$ cat config.mk
export PLATFORM = sky130hd
export DESIGN_NAME = ysyx_22040759_mem_arbiter
export DESIGN_NICKNAME = d
export VERILOG_FILES = /design/src/rtl/ysyx_22040759_mem_arbiter.sv
export SDC_FILE = /design/constraint.sdc
export NUM_CORES = 1
export LEC_CHECK = 0
export BUFFER_PORTS_ARGS = -buffer_cell sky130_fd_sc_hd__buf_2
export CAP_MARGIN = 20
export CORE_AREA = 2 2 211 213
export DETAILED_ROUTE_END_ITERATION = 16
export DIE_AREA = 0 0 213 215
export PLACE_DENSITY = 0.5
export SLEW_MARGIN = 10
export SYNTH_ARGS = -nofsm -noshare
export SYNTH_HDL_FRONTEND = slang
export SYNTH_SLANG_ARGS = --single-unit
$ cat constraint.sdc
create_clock -name clk -period 2.1 [get_ports clk]
set_clock_uncertainty 0.05 [all_clocks]
set_input_delay 0.21 -clock clk [delete_from_list [all_inputs] [get_ports clk]]
set_output_delay 0.21 -clock clk [all_outputs]
set_load 0.005 [all_outputs]
$ cat src/rtl/ysyx_22040759_mem_arbiter.sv
// Arbitrates the shared memory bus between instruction fetch (IF) and load/store (MEM).
// MEM has priority; a starvation counter forces an IF grant after STARVE_MAX MEM wins.
//
// Ports:
//   clk, rst                    clock, synchronous active-high reset
//   if_req/if_addr/if_kill      IF read request, address, flush squash
//   if_ack/if_rdata             IF completion pulse and read data
//   mem_req/we/addr/wdata/wstrb MEM request and store fields
//   mem_ack/mem_rdata           MEM completion pulse and load data
//   bus_req/we/addr/wdata/wstrb latched transaction towards the bridge
//   bus_ack/bus_rdata           bridge completion and read data
module ysyx_22040759_mem_arbiter #(
    parameter int ADDR_W     = 64,
    parameter int DATA_W     = 64,
    parameter int STARVE_MAX = 4
) (
    input  logic                clk,
    input  logic                rst,
    input  logic                if_req,
    input  logic [ADDR_W-1:0]   if_addr,
    input  logic                if_kill,
    output logic                if_ack,
    output logic [DATA_W-1:0]   if_rdata,
    input  logic                mem_req,
    input  logic                mem_we,
    input  logic [ADDR_W-1:0]   mem_addr,
    input  logic [DATA_W-1:0]   mem_wdata,
    input  logic [DATA_W/8-1:0] mem_wstrb,
    output logic                mem_ack,
    output logic [DATA_W-1:0]   mem_rdata,
    output logic                bus_req,
    output logic                bus_we,
    output logic [ADDR_W-1:0]   bus_addr,
    output logic [DATA_W-1:0]   bus_wdata,
    output logic [DATA_W/8-1:0] bus_wstrb,
    input  logic                bus_ack,
    input  logic [DATA_W-1:0]   bus_rdata
);

    typedef enum logic [1:0] {
        IDLE,
        BUSY_IF,
        BUSY_MEM
    } state_t;

    localparam logic [3:0] SMAX = 4'(STARVE_MAX);

    state_t            state, state_nxt;
    logic [3:0]        starve_cnt, starve_nxt;
    logic              kill_pend, kill_nxt;
    logic [DATA_W-1:0] if_rdata_q, mem_rdata_q;

    logic if_ok;
    logic grant_mem;
    logic grant_if;

    assign if_ok     = if_req & ~if_kill;
    assign grant_mem = mem_req & (~if_req | (starve_cnt < SMAX));
    assign grant_if  = if_ok & (~mem_req | (starve_cnt == SMAX));

    always_comb begin
        state_nxt  = state;
        starve_nxt = starve_cnt;
        kill_nxt   = kill_pend;
        unique case (state)
            IDLE: begin
                if (grant_mem) begin
                    state_nxt = BUSY_MEM;
                    if (if_ok && starve_cnt < SMAX)
                        starve_nxt = starve_cnt + 4'd1;
                end else if (grant_if) begin
                    state_nxt  = BUSY_IF;
                    starve_nxt = 4'd0;
                end
                if (!if_req)
                    starve_nxt = 4'd0;
            end
            BUSY_IF: begin
                // A squashed fetch still has to drain on the bus;
                // remember the kill so its ack is swallowed.
                if (bus_ack) begin
                    state_nxt = IDLE;
                    kill_nxt  = 1'b0;
                end else if (if_kill) begin
                    kill_nxt = 1'b1;
                end
            end
            BUSY_MEM: begin
                if (bus_ack)
                    state_nxt = IDLE;
            end
            default: state_nxt = IDLE;
        endcase
    end

    // Completion is combinational off bus_ack so the requester sees
    // the pulse and data in the same cycle the bridge delivers them.
    assign bus_req   = (state != IDLE) & ~bus_ack;
    assign if_ack    = (state == BUSY_IF) & bus_ack & ~kill_pend & ~if_kill;
    assign mem_ack   = (state == BUSY_MEM) & bus_ack;
    assign if_rdata  = if_ack ? bus_rdata : if_rdata_q;
    assign mem_rdata = mem_ack ? bus_rdata : mem_rdata_q;

    always_ff @(posedge clk) begin
        if (rst) begin
            state       <= IDLE;
            starve_cnt  <= 4'd0;
            kill_pend   <= 1'b0;
            bus_we      <= 1'b0;
            bus_addr    <= '0;
            bus_wdata   <= '0;
            bus_wstrb   <= '0;
            if_rdata_q  <= '0;
            mem_rdata_q <= '0;
        end else begin
            state      <= state_nxt;
            starve_cnt <= starve_nxt;
            kill_pend  <= kill_nxt;
            if (state == IDLE) begin
                if (grant_mem) begin
                    bus_we    <= mem_we;
                    bus_addr  <= mem_addr;
                    bus_wdata <= mem_wdata;
                    bus_wstrb <= mem_wstrb;
                end else if (grant_if) begin
                    bus_we    <= 1'b0;
                    bus_addr  <= if_addr;
                    bus_wdata <= '0;
                    bus_wstrb <= '0;
                end
            end
            if (if_ack)
                if_rdata_q <= bus_rdata;
            if (mem_ack)
                mem_rdata_q <= bus_rdata;
        end
    end

endmodule

==> metrics.txt, run 1 <==
outcome=finished with violations; failing checks=negative setup slack; Die Span X=~210 um; All-Layer GR Usage=between 10% and 20%; Worst Path Buf+Inv=5; Worst Path Max Fanout=6; sequential share of power=roughly two fifths; #FFs+latches synth=about 270; GP Congestion=between 0.8 and 0.9; setup violators final=about 130; Util after Layout=between 40% and 50%; max-slew violation count=0; CP startpoint kind=register; H-Tree Depth=2; worst skew pair latency=~0.52 ns; GRT Residual Overflow=0; Final min period=2.418 ns; FF-to-FF End=bus_addr[27]$_SDFFE_PP0P_; PD cells=745.6 nW/um2; DP Worst Slack=between 0.07 and 0.08 ns; WL final=roughly 43 mm; Slew headroom=about three fifths; internal power=~11 mW; CP max stage delay=roughly 0.32 ns; Placed Cells=around 2,200; Avg Inst Size Synth=~10 um2; worst reg2reg startpoint=state[1]$_SDFFE_PP0P_; crit path cell chain=inv_2 -> ha_4 -> nand2_4 -> nor3_4 -> buf_12 -> buf_12 -> buf_16 -> mux2_4 -> buf_6; Rows=between 70 and 80; first-pass GRT wire length=66.07 mm; sequential area share after synthesis=49.85%; drt first pass iters=5; Gate Count Post-Synth=1,092; number of global-route vias before repair=around 12,000; detailed placement HPWL=~28 mm; nets=2,163; RSZ-0062 raised after global routing=true; WL/cell=17.31 um; Clock Sink Count=272; initial DRC count=419; clk buf depth=3; CP Capture Point=if_rdata[12]; Vias/cell=between 4 and 5; CP required=between 1.5 and 2 ns; CTS tree=built; Warnings, synthesis=0; setup ws final=-0.3182 ns; FMAX=~410 MHz; worst hold path type=in2reg; die area=approximately 46,000 um2; Finished Layout Cells=around 2,500; Post-synth ARST share=0%; Reg2Reg Setup Slack=~0.14 ns; total chip power=~14 mW; pin count of the biggest net entering global routing=74; Mapped Area=roughly 11,000 um2; number of synthesized flops with an enable pin=0; CP Class=reg2out; Final Hold Viols=0; worst ir drop on vdd=between 0.6 and 0.7 mV; vias=roughly 12,000; Crit-path slowest cell=dfxtp_2; stages on the worst setup path=9; number of fill cells=4,143; Sw Pwr=between 3 and 4 mW; Top delay family on crit path=buffers and inverters; Die Span Y=roughly 220 um; layout cells sized above 1=43.32%; max cap viols=0; initial antenna violation count=4; cell repeated most along the worst path=buf_12; Critical Path Source=state[1]$_SDFFE_PP0P_; clock slew at reported path FFs=roughly 0.06 ns; setup TNS=-34.05 ns; IO buf count=538; combinational power share=about a fifth; Clock Root Buffer=clkbuf_16; Starting Density=around 25%; R2R depth=9; Worst setup EP type=primary output; Yosys cell types=35; Antenna Nets Post-Route=0; sw frac=about a quarter; Final Cell Area=19,240 um2; Remaining DRCs=0; Clk network pwr share=41.6%; syn_nets=about 1,400; IO Pins=around 540; area delta synth->final=76.10%; Post-DP Area=between 10,000 and 15,000 um2; final period utilization=115.2%; Worst-Margin Slew=0.5986 ns; Fin Hold WS=around 0.035 ns; CP arrival=between 2 and 2.5 ns; leak pwr=a little under 9 nW; number of buffers created by CTS=35; CORE AREA=43,640 um2; Main synth FF type=dfxtp_1
worst min-delay path, cell delays in order:
cell and delay, ns:
buf_2 0.10, mux2_2 0.15, nor2b_1 0.11
synth_stat cells, types with 2 or more instances:
library cell	instances	area, um2
a311oi_2	15	225.2
a211oi_1	2	15.01
clkbuf_1	48	180.2
a311oi_1	49	429.2
dfxtp_1	272	5445
a32oi_1	73	639.4
o21ai_1	2	10.01
a21oi_1	6	30.03
o21ai_0	4	20.02
buf_2	34	170.2
mux2_2	128	1441
buf_6	6	67.56
nor2_1	75	281.5
nand2b_1	3	18.77
nor3b_1	2	15.01
nor2b_1	132	825.8
nor3_1	65	325.3
inv_1	8	30.03
buf_4	5	37.54
nand2_1	137	514.2
buf_1	8	30.03
ha_1	5	62.56
metal layers:
layer  global-route usage (%)  wire length, um
met5                        0               27
met4                    8.135             1869
met3                    5.772             3677
met2                    30.60            20730
met1                    20.56            17030
state kept, by name, indices dropped and copies added, names as in the netlist:
signal / cells
kill_pend: 1
bus_addr: 64
if_rdata_q: 64
mem_rdata_q: 64
bus_wstrb: 8
state: 2
starve_cnt: 4
bus_wdata: 64
bus_we: 1
cell type report:
cell class / instances / area, um2 / share of cell area (%)
timing repair buffer: 859 / 6605 / 34.33
sequential: 272 / 5450 / 28.33
multi-input combinational: 711 / 5266 / 27.38
clock buffer: 50 / 1035 / 5.379
tap: 592 / 740.7 / 3.850
clock inverter: 9 / 105.1 / 0.5463
inverter: 8 / 30.03 / 0.1561
antenna: 2 / 5.005 / 0.02602
how the worst min path moves through the flow:
stage | startpoint | end | slack (ns) | depth (start not counted)
4_1_cts | bus_rdata[9] | if_rdata_q[9]$_SDFF_PP0_ | 0.0009 | 3
3_3_place_gp | mem_wstrb[6] | bus_wstrb[6]$_SDFFE_PP0P_ | 0.38 | 3
2_1_floorplan | bus_ack | kill_pend$_SDFFE_PP0P_ | 0.26 | 1
3_5_place_dp | mem_wdata[9] | bus_wdata[9]$_SDFFE_PP0P_ | 0.39 | 3
5_1_grt | bus_rdata[37] | if_rdata_q[37]$_SDFF_PP0_ | 0.02 | 3
6_report | bus_rdata[60] | mem_rdata_q[60]$_SDFF_PP0_ | 0.04 | 3
cells by family (layout without fill, tap and decap cells):
kind of cell,Yosys count,count (layout),synth area share [%]
buf+inv,109,926,4.719
mux,128,128,13.19
simple gates,421,421,18.57
other cells,0,2,0
flops,272,272,49.85
compound gates,157,157,13.10
fa+ha+maj,5,5,0.5727
power groups by stage:
stage	Combinational, mW	Sequential, mW	Clock (mW)
4_1_cts	2.70	5.64	6.16
2_1_floorplan	1.09	5.76	0
6_report	2.73	5.65	5.96
3_3_place_gp	2.18	5.74	0
5_1_grt	2.95	5.68	6.35
3_5_place_dp	2.19	5.75	0
cells in the final DEF (no fill, tap or decap), types with 15 or more instances in the layout:
master         synthesis  final
mux2_4                 0     58
a32oi_1               73     73
buf_2                 34    483
clkbuf_16              0     39
a311oi_2              15     15
nor2b_1              132    131
nor2_1                75     75
buf_12                 0     24
buf_4                  5     30
buf_6                  6     62
a311oi_1              49     49
dfxtp_1              272    270
dlygate4sd3_1          0    247
nand2_1              137    133
mux2_2               128     70
nor3_1                65     64
what timing repair did:
action	4_1_cts	5_1_grt
cloned	7	1
resized for setup	118	36
hold buffers	247	0
endpoints found under the hold margin	214	0
pin swaps	1	6
endpoints found under the setup margin	128	130
setup buffers	23	8
(Power assumes the default switching activity.)
==> run 2: changes to the inputs <==
--- a/config.mk
+++ b/config.mk
@@ -7,10 +7,10 @@
 export LEC_CHECK = 0
 export BUFFER_PORTS_ARGS = -buffer_cell sky130_fd_sc_hd__buf_2
 export CAP_MARGIN = 20
-export CORE_AREA = 2 2 211 213
+export CORE_AREA = 2 2 208 210
 export DETAILED_ROUTE_END_ITERATION = 16
-export DIE_AREA = 0 0 213 215
-export PLACE_DENSITY = 0.5
+export DIE_AREA = 0 0 210 212
+export PLACE_DENSITY = 0.51
 export SLEW_MARGIN = 10
 export SYNTH_ARGS = -nofsm -noshare
 export SYNTH_HDL_FRONTEND = slang
==> constraint.sdc (replaced) <==
create_clock -name clk -period 2.9 [get_ports clk]
set_clock_uncertainty 0.05 [all_clocks]
set_input_delay 0.29 -clock clk [delete_from_list [all_inputs] [get_ports clk]]
set_output_delay 0.29 -clock clk [all_outputs]
set_load 0.005 [all_outputs]
==> run 2 against run 1 <==
Effect of this change: the run now ends clean; count of clock-buffer cells in the layout shrank 3; routed wire length down 11%; sequential power fell by 28%; via count fell by 5.6%; core utilization is 3.7 points lower; total power is 34% lower; global-route usage shrank 2.0 points; sequential share of layout area grew 3.4 points; hold slack gained 0.010 ns.
==> metrics.txt, run 2 (synthesis results as in run 1) <==
clk buf depth=3 (unchanged); R2R depth=8 (-1); vias=10,940 (-5.6%); FMAX=367.2 MHz; max cap viols=0 (unchanged); max-slew violation count=0 (unchanged); Remaining DRCs=0 (unchanged); area delta synth->final=56.95%; FF-to-FF End=bus_addr[4]$_SDFFE_PP0P_; hold_sp=bus_rdata[59]; Top delay family on crit path=buffers and inverters; WL final=38.78 mm (-11%); Worst Path Buf+Inv=3 (-2); layout cells sized above 1=41.87% (-1.4 points); CORE AREA=42,510 um2 (-2.6%); Die Span X=210 um (-1.4%); stages on the worst setup path=7 (-2); CP arrival=2.38 ns (+0.22 ns); Worst-Margin Slew=0.8040 ns (+0.2054 ns); worst skew pair latency=0.56 ns (+0.04 ns); Final Cell Area=17,150 um2 (-11%); CP max stage delay=0.43 ns (+0.11 ns); number of fill cells=4,192 (+1.2%); Starting Density=25.70% (+0.67 points); CP Class=reg2out; Worst Path Max Fanout=65 (+59); IO Pins=539 (unchanged); WL/cell=16.50 um (-4.7%); register area=5445 um2 (about the same); Post-CTS Setup Repair Bufs=0 (-100%); Finished Layout Cells=2,350 (-6.1%); Clock Sink Count=272 (unchanged); Reg2Reg Setup Slack=0.21 ns (+0.07 ns); Rows=76 (-1.3%); worst ir drop on vdd=0.3625 mV (-43%); CTS tree=built; cell depth of the worst hold path=3 (unchanged); leak pwr=8.089 nW (-8.0%); nets=2,062 (-4.7%); IO buf count=538 (unchanged); Antenna Nets Post-Route=0 (unchanged); area of the multi-input gates=5004 um2 (-5.0%); Final Hold Viols=0 (unchanged); initial DRC count=534 (+27%); Crit-path slowest cell=mux2_2; Final min period=2.723 ns; die area=44,520 um2 (-2.8%); final period utilization=93.90%; pin count of the biggest net entering global routing=95 (+28%); commonest non-fill, non-tap cell in the layout=buf_2; drt first pass iters=5 (unchanged); initial antenna violation count=2 (-2); Post-DP Area=14,200 um2 (-1.8%); Die Span Y=212 um (-1.4%); setup violators final=0 (-100%); CP required=2.56 ns (+0.72 ns); H-Tree Depth=1 (-1); outcome=finished clean; setup TNS=0 ns (+34.05 ns); number of global-route vias before repair=10,830 (-9.2%); detailed placement HPWL=25.52 mm (-8.1%); most frequent cells in the layout=buf_2 (537), dfxtp_1 (272), dlygate4sd3_1 (202); PD cells=556.1 nW/um2 (-25%); Worst setup EP type=primary output; RSZ-0062 raised after global routing=false; Vias/cell=4.655 (+0.57%); worst hold path type=in2reg; Clock Root Buffer=clkbuf_16; GRT Residual Overflow=0 (unchanged); first-pass GRT wire length=58.26 mm (-12%); number of buffers created by CTS=31 (-11%); GP Congestion=0.7733 (-8.2%); Slew headroom=46.40% (-14 points); CP startpoint kind=register; crit path cell chain=inv_1 -> ha_1 -> nand2_1 -> nor3_2 -> buf_12 -> mux2_2 -> buf_2; clock slew at reported path FFs=0.06 ns (about the same); All-Layer GR Usage=16.03% (-2.0 points); hold path endpoint=if_rdata_q[59]$_SDFF_PP0_; worst reg2reg startpoint=state[0]$_SDFFE_PP0P_; Placed Cells=2,097 (-2.9%)
==> run 2: cell count changes in the layout (fill, tap and decap cells not counted), sizes merged <==
cell and change:
buf -48, bufbuf -2, bufinv -2, clkbuf -5
clkinv -3, diode -1, dlygate4sd3 -45, inv -1
==> run 2: routing by layer <==
layer	vias up	wire (um)	part of all wire (%)	GRT usage, %
met5	-	25	0.064	0
met4	4	1363	3.5	6.432
met3	88	2691	6.9	3.648
met2	448	18380	47	26.89
met1	5146	16320	42	19.96
li1	5254	-	-	-
==> run 2: cell type report <==
type	instances	area share, %
Multi-Input combinational cell	711	29.18
Tap cell	546	3.985
Antenna cell	1	0.01460
Clock buffer	47	5.225
Sequential cell	272	31.76
Clock inverter	3	0.1241
Timing Repair Buffer	762	29.53
Inverter	8	0.1751
==> run 2: worst min-delay path: stages <==
cell     delay, ns
buf_2         0.08
mux2_2        0.14
nor2b_1       0.11
==> run 2: worst max-delay path by stage <==
| stage | startpoint | endpoint | slack (ns) |
|---|---|---|---|
| 2_1_floorplan | state[1]$_SDFFE_PP0P_ | if_rdata[54] | 1.07 |
| 3_5_place_dp | state[0]$_SDFFE_PP0P_ | bus_wdata[32]$_SDFFE_PP0P_ | 0.63 |
| 4_1_cts | state[1]$_SDFFE_PP0P_ | if_rdata[37] | 0.10 |
| 5_1_grt | state[0]$_SDFFE_PP0P_ | bus_addr[39]$_SDFFE_PP0P_ | 0.04 |
| 6_report | state[1]$_SDFFE_PP0P_ | if_rdata[37] | 0.18 |
| 3_3_place_gp | state[0]$_SDFFE_PP0P_ | bus_wdata[30]$_SDFFE_PP0P_ | 0.69 |
==> run 2: repair_timing <==
| action | in CTS | in global routing |
|---|---|---|
| endpoints found under the hold margin | 138 | 0 |
| hold buffers | 202 | 0 |
| resized for setup | 0 | 0 |
==> run 2: stage by stage <==
| stage | utilization [%] | worst slack (ns) | total power, mW | hold WS (ns) |
|---|---|---|---|---|
| after floorplan | - | 1.070 | 4.958 | 0.3356 |
| after global placement | 33.42 | 0.6909 | 5.659 | 0.4334 |
| after detailed placement | 33.42 | 0.6274 | 5.678 | 0.4426 |
| after CTS | 40.33 | 0.1008 | 9.636 | 0.005885 |
| after global routing | 40.33 | 0.03963 | 9.950 | 0.04183 |
| final | 40.34 | 0.1768 | 9.535 | 0.04551 |
==> run 2: power by group <==
| group | leakage [nW] | internal, mW | switching, mW | total (mW) |
|---|---|---|---|---|
| registers | 2.22 | 3.97 | 0.113 | 4.09 |
| logic | 5.42 | 0.947 | 0.887 | 1.83 |
| clock network | 0.445 | 2.09 | 1.52 | 3.61 |
| total | 8.09 | 7.02 | 2.52 | 9.54 |
